==> config.mk <==
export PLATFORM = sky130hd
export DESIGN_NAME = data_bucket_stats
export DESIGN_NICKNAME = d
export VERILOG_FILES = /design/src/rtl/data_bucket_pkg.sv /design/src/rtl/bucket_chan_stats.sv /design/src/rtl/data_bucket_stats.sv
export SDC_FILE = /design/constraint.sdc
export NUM_CORES = 2
export LEC_CHECK = 0
export CORE_MARGIN = 2
export CORE_UTILIZATION = 60
export DETAILED_ROUTE_END_ITERATION = 6
export PLACE_DENSITY = 0.86
export SYNTH_ARGS = -nofsm -noshare
export SYNTH_HDL_FRONTEND = slang
export SYNTH_SLANG_ARGS = --single-unit
==> constraint.sdc <==
create_clock -name clk -period 8.25 [get_ports clk]
set_input_delay 1.65 -clock clk [delete_from_list [all_inputs] [get_ports clk]]
set_output_delay 1.65 -clock clk [all_outputs]
set_load 0.01 [all_outputs]
==> src/rtl/data_bucket_pkg.sv <==
// Shared encodings and helpers for the data bucket statistics sink.
package data_bucket_pkg;

    typedef enum logic [1:0] {
        MODE_ALWAYS   = 2'd0,
        MODE_LFSR     = 2'd1,
        MODE_PERIODIC = 2'd2
    } ready_mode_e;

    // Fibonacci taps 16,14,13,11 expressed as bit positions 15,13,12,10
    localparam logic [15:0] LFSR_TAPS    = 16'hB400;
    localparam logic [15:0] DEFAULT_SEED = 16'hACE1;

    // Saturating add for counters up to 64 bits wide; w is the counter width.
    function automatic logic [63:0] sat_add(input logic [63:0] a, input logic [63:0] b,
                                            input int unsigned w);
        logic [64:0] sum;
        logic [64:0] lim;
        sum = {1'b0, a} + {1'b0, b};
        lim = (65'd1 << w) - 65'd1;
        return (sum > lim) ? lim[63:0] : sum[63:0];
    endfunction

endpackage

==> src/rtl/bucket_chan_stats.sv <==
// One channel's transfer statistics: beat count, inter-beat gaps and last data.
module bucket_chan_stats
    import data_bucket_pkg::*;
#(
    parameter int unsigned WIDTH = 12,
    parameter int unsigned CNT_W = 32
) (
    input  logic             clk,
    input  logic             rst,
    input  logic             beat_i,
    input  logic [WIDTH-1:0] data_i,
    input  logic             clear_i,
    output logic [CNT_W-1:0] beats_o,
    output logic [CNT_W-1:0] gap_sum_o,
    output logic [CNT_W-1:0] gap_max_o,
    output logic [WIDTH-1:0] last_data_o
);

    logic [CNT_W-1:0] beats_q, beats_d;
    logic [CNT_W-1:0] gap_q, gap_d;
    logic [CNT_W-1:0] gap_sum_q, gap_sum_d;
    logic [CNT_W-1:0] gap_max_q, gap_max_d;
    logic [WIDTH-1:0] last_q, last_d;
    logic             seen_q, seen_d;

    always_comb begin
        beats_d   = beats_q;
        gap_sum_d = gap_sum_q;
        gap_max_d = gap_max_q;
        last_d    = last_q;
        seen_d    = seen_q;
        gap_d     = (gap_q == '1) ? gap_q : gap_q + 1'b1;
        if (clear_i) begin
            beats_d   = '0;
            gap_sum_d = '0;
            gap_max_d = '0;
            last_d    = '0;
            seen_d    = 1'b0;
            gap_d     = '0;
        end else if (beat_i) begin
            beats_d = CNT_W'(sat_add(64'(beats_q), 64'd1, CNT_W));
            last_d  = data_i;
            seen_d  = 1'b1;
            gap_d   = CNT_W'(1);
            // The gap only means something once an earlier beat exists.
            if (seen_q) begin
                gap_sum_d = CNT_W'(sat_add(64'(gap_sum_q), 64'(gap_q), CNT_W));
                if (gap_q > gap_max_q) gap_max_d = gap_q;
            end
        end
    end

    always_ff @(posedge clk or negedge rst) begin
        if (!rst) begin
            beats_q   <= '0;
            gap_q     <= '0;
            gap_sum_q <= '0;
            gap_max_q <= '0;
            last_q    <= '0;
            seen_q    <= 1'b0;
        end else begin
            beats_q   <= beats_d;
            gap_q     <= gap_d;
            gap_sum_q <= gap_sum_d;
            gap_max_q <= gap_max_d;
            last_q    <= last_d;
            seen_q    <= seen_d;
        end
    end

    assign beats_o     = beats_q;
    assign gap_sum_o   = gap_sum_q;
    assign gap_max_o   = gap_max_q;
    assign last_data_o = last_q;

endmodule

==> src/rtl/data_bucket_stats.sv <==
// Multi-channel valid/ready sink with programmable backpressure and
// per-channel cycle-exact transfer statistics behind a select mux.
module data_bucket_stats
    import data_bucket_pkg::*;
#(
    parameter int unsigned  WIDTH        = 12,
    parameter int unsigned  NUM_CH       = 4,
    parameter int unsigned  CNT_W        = 32,
    parameter int unsigned  READY_MODE   = 0,
    parameter int unsigned  STALL_PERIOD = 4,
    parameter logic [15:0]  LFSR_SEED    = DEFAULT_SEED,
    localparam int unsigned SEL_W        = (NUM_CH > 1) ? $clog2(NUM_CH) : 1
) (
    input  logic                    clk,
    input  logic                    rst,
    input  logic [NUM_CH*WIDTH-1:0] r_data,
    input  logic [NUM_CH-1:0]       r_valid,
    output logic [NUM_CH-1:0]       r_ready,
    input  logic                    clear,
    input  logic [SEL_W-1:0]        stat_sel,
    output logic [CNT_W-1:0]        stat_beats,
    output logic [CNT_W-1:0]        stat_gap_sum,
    output logic [CNT_W-1:0]        stat_gap_max,
    output logic [WIDTH-1:0]        stat_last_data,
    output logic [CNT_W-1:0]        cycle_count
);

    localparam ready_mode_e     MODE    = ready_mode_e'(2'(READY_MODE));
    localparam int unsigned     PH_W    = (STALL_PERIOD > 2) ? $clog2(STALL_PERIOD) : 1;
    localparam logic [PH_W-1:0] PH_LAST = PH_W'(STALL_PERIOD - 1);
    localparam int unsigned     SEL_N   = 1 << SEL_W;

    logic [NUM_CH-1:0] ready_q, ready_d;
    logic [NUM_CH-1:0] lfsr_tap;
    logic [15:0]       lfsr_q;
    logic [PH_W-1:0]   phase_q;
    logic [CNT_W-1:0]  cycle_q;

    logic [CNT_W-1:0] beats_w   [SEL_N];
    logic [CNT_W-1:0] gap_sum_w [SEL_N];
    logic [CNT_W-1:0] gap_max_w [SEL_N];
    logic [WIDTH-1:0] last_w    [SEL_N];

    for (genvar g = 0; g < NUM_CH; g++) begin : g_tap
        assign lfsr_tap[g] = lfsr_q[4'(g)] | lfsr_q[4'(g + 5)];
    end

    always_comb begin
        ready_d = '1;
        case (MODE)
            MODE_LFSR:     ready_d = lfsr_tap;
            MODE_PERIODIC: ready_d = (phase_q == PH_LAST) ? '0 : '1;
            default:       ready_d = '1;
        endcase
    end

    // Ready generation deliberately ignores clear so stall patterns stay reproducible.
    always_ff @(posedge clk or negedge rst) begin
        if (!rst) begin
            ready_q <= '0;
            lfsr_q  <= LFSR_SEED;
            phase_q <= '0;
            cycle_q <= '0;
        end else begin
            ready_q <= ready_d;
            lfsr_q  <= {lfsr_q[14:0], ^(lfsr_q & LFSR_TAPS)};
            phase_q <= (phase_q == PH_LAST) ? '0 : phase_q + 1'b1;
            cycle_q <= clear ? '0 : CNT_W'(sat_add(64'(cycle_q), 64'd1, CNT_W));
        end
    end

    for (genvar g = 0; g < NUM_CH; g++) begin : g_chan
        bucket_chan_stats #(
            .WIDTH (WIDTH),
            .CNT_W (CNT_W)
        ) u_chan (
            .clk         (clk),
            .rst         (rst),
            .beat_i      (r_valid[g] & ready_q[g]),
            .data_i      (r_data[g*WIDTH +: WIDTH]),
            .clear_i     (clear),
            .beats_o     (beats_w[g]),
            .gap_sum_o   (gap_sum_w[g]),
            .gap_max_o   (gap_max_w[g]),
            .last_data_o (last_w[g])
        );
    end

    // Unpopulated select codes read as zero.
    for (genvar g = NUM_CH; g < SEL_N; g++) begin : g_pad
        assign beats_w[g]   = '0;
        assign gap_sum_w[g] = '0;
        assign gap_max_w[g] = '0;
        assign last_w[g]    = '0;
    end

    assign r_ready        = ready_q;
    assign cycle_count    = cycle_q;
    assign stat_beats     = beats_w[stat_sel];
    assign stat_gap_sum   = gap_sum_w[stat_sel];
    assign stat_gap_max   = gap_max_w[stat_sel];
    assign stat_last_data = last_w[stat_sel];

endmodule
==> reports/qor.txt <==
status - finished, violations left
failing checks - DRC
# fillers - 5156
cell area power density - 147 nW/µm²
CP top delay family - buffers and inverters
Worst path max stage delay - 0.68 ns
RR Endpoint - g_chan[2].u_chan.gap_sum_o[9]$_DFFE_PN0P_
Die Wd - 266 µm
Synth warnings - 0
ratio of cells with drive above 1 in the final layout - 7.02%
part of the cycle the worst path needs - 68.7%
EDFF count, synth - 0
antenna violations before repair - 8
global-route wire length before repair - 206000 µm
top_reg_cell synth - dfrtp_1
Core Footprint - 68300 µm²
CP Buf/Inv Count - 3
relative slew slack - 24.0%
clock buffer depth - 3
register bit total from synthesis - 597
Layout Nets - 4899
die height - 266 µm
Cells on Worst Hold Path - 1
# DRC - 1
Worst Skew - 0.0280 ns
post-synth cell types - 105
final core utilization - 67.5%
R2R setup slack - 3.32 ns
synthesized area per cell - 9.21 µm²
CP Max Fanout - 68
CP Cell Sequence - buf_6 > buf_4 > mux4_2 > clkdlybuf4s50_1
total grt overflow - 0
Worst EP required - 6.60 ns
Critical R2R Launch - g_chan[2].u_chan.gap_q[0]$_DFFE_PN0P_
HP Class - register to register
CP startpoint kind - input pin
area delta synth->final - 11.8%
R2R cell count - 12
critical path endpoint category - primary output
post-synth net total - 4813
Syn Inst Count - 4482
Hold Violations, Final - 0
Post-CTS Hold Buffers - 0
Critical-path top delay cell - buf_6
Num CTS Buffers - 70
final instance area - 46200 µm²
max_cap viols - 0
Seq/Total Area, Yosys - 36.2%
Min Hold Slack - 0.502 ns
Clock Pin Slew Worst Setup and Hold Paths - 0.06 ns
CTS tree - yes
Crit Path Category - input pin to primary output
Setup TNS - 0 ns
Worst Hold Path EP - g_chan[2].u_chan.last_data_o[0]$_DFFE_PN0P_
Vias - 37.4k
most frequent cells in the layout - 597 x dfrtp_1, 473 x nor2_1, 331 x nand2_1
row count - 96
number of port buffers - 200
setup bufs post-CTS - 0
total die area - 70900 µm²
fin cells - 5503
GRT Total Usage - 37.5%
GP Congestion - 1.01
min-delay src - g_chan[2].u_chan.last_data_o[0]$_DFFE_PN0P_
post-synthesis cell area - 41300 µm²
measured slew at the worst slew-check pin - 1.13 ns
ANT nets after route - 0
most common cell after layout, fill and taps aside - dfrtp_1
minimum clock period - 5.66 ns
Post-Route WL - 134000 µm
Critical Path AT - 4.01 ns
largest net degree at the start of global routing - 146
placed insts - 5378
vias in the first global route - 35.1k
DRT iter0 DRCs - 5200
asr flop ratio synth - 100%
drt first pass iters - 7
Starting Density - 60.4%
H-tree Lvls - 3
VDD IR-drop max - 0.156 mV
Via density - 6.79
total clock sinks - 597
Worst-Skew Late Latency - 0.63 ns
io pins - 201
RSZ-0062 raised after global routing - no
Resized Gates After CTS - 0
leak pwr - 0.0196 µW
CTS root buf - clkbuf_16
DP Area - 43800 µm²
per-cell routed wire length - 24.4 µm
Final Slew Violations - 0
hpwl dp - 98100 µm
setup violators final - 0
FMAX - 0.177 GHz
logic make-up (layout without fill, tap and decap cells):
group / count (synthesis) / count (layout) / synth area share (%)
adders and majority gates: 274 / 274 / 8.38
and+or+nand+nor: 1576 / 1576 / 19.0
buffers and inverters: 432 / 567 / 4.22
DFF: 597 / 597 / 36.2
AOI/OAI and AO/OA: 1070 / 1070 / 16.9
muxes: 242 / 242 / 9.14
other: 1 / 5 / 0.00908
xor gates and xnor gates: 290 / 290 / 6.15
stage by stage:
stage	power (µW)	worst slack, ns
CTS	6790	2.59
finish	6780	2.59
detailed placement	3620	2.61
global placement	3610	2.66
floorplan	3370	3.34
global route	6950	2.48
state kept, by name (all words and copies together) (netlist names):
signal                     cells
g_chan.u_chan.beats_o        128
g_chan.u_chan.gap_max_o      128
g_chan.u_chan.gap_q          128
g_chan.u_chan.gap_sum_o      128
g_chan.u_chan.last_data_o     48
cycle_count                   32
g_chan.u_chan.seen_q           4
r_ready                        1
area by class of cell:
type,instances,area [µm²],area share [%]
Clock buffer,102,2050,4.45
Antenna cell,4,10.0,0.0217
Multi-Input combinational cell,3453,24700,53.4
Inverter,206,773,1.68
Tap cell,882,1100,2.39
Sequential cell,597,14900,32.4
Clock inverter,19,259,0.561
Timing Repair Buffer,240,2350,5.09
how the worst max path moves through the flow:
stage	slack (ns)	cells past startpoint	to	from
3_3_place_gp	2.66	4	stat_gap_sum[30]	stat_sel[0]
3_5_place_dp	2.61	4	stat_gap_sum[22]	stat_sel[0]
4_1_cts	2.59	4	stat_gap_sum[22]	stat_sel[0]
2_1_floorplan	3.34	4	stat_gap_max[0]	stat_sel[1]
5_1_grt	2.48	4	stat_gap_sum[24]	stat_sel[0]
6_report	2.59	4	stat_gap_sum[22]	stat_sel[0]
per-layer routing:
metal / up-vias / GRT usage (%) / share of wire [%]
met5: - / 0 / 0.046
met4: 8 / 24.4 / 7.7
met3: 531 / 8.54 / 11
met2: 2225 / 56.4 / 44
met1: 18200 / 48.7 / 38
li1: 16400 / - / -
worst reg2reg max path, stage by stage, from the launching register on:
cell,delay (ns)
dfrtp_1,0.57
ha_1,0.29
inv_1,0.07
fa_1,0.43
nand2b_1,0.19
a21o_1,0.20
a31oi_2,0.34
a211o_1,0.29
a41oi_1,0.29
nor4_1,0.83
o31ai_1,0.24
o31a_2,0.65
a211oi_1,0.41
power breakdown:
part	switching [µW]	internal [µW]
Clock	1310	1890
Sequential	74.0	2970
Combinational	338	199
cells in the mapped netlist, types with 109 or more instances:
library cell,count,area share (%)
a211oi_1,157,2.9
a21o_1,116,2.1
a21oi_1,249,3.0
clkbuf_1,158,1.4
dfrtp_1,597,36
ha_1,270,8.2
inv_1,206,1.9
mux2i_1,133,3.2
nand2_1,331,3.0
nand2b_1,157,2.4
nand3_1,146,1.8
nor2_1,479,4.4
o21ai_0,260,3.2
xnor2_1,109,2.3
xor2_1,181,3.8
No activity file was read; power rests on OpenSTA's default activity.
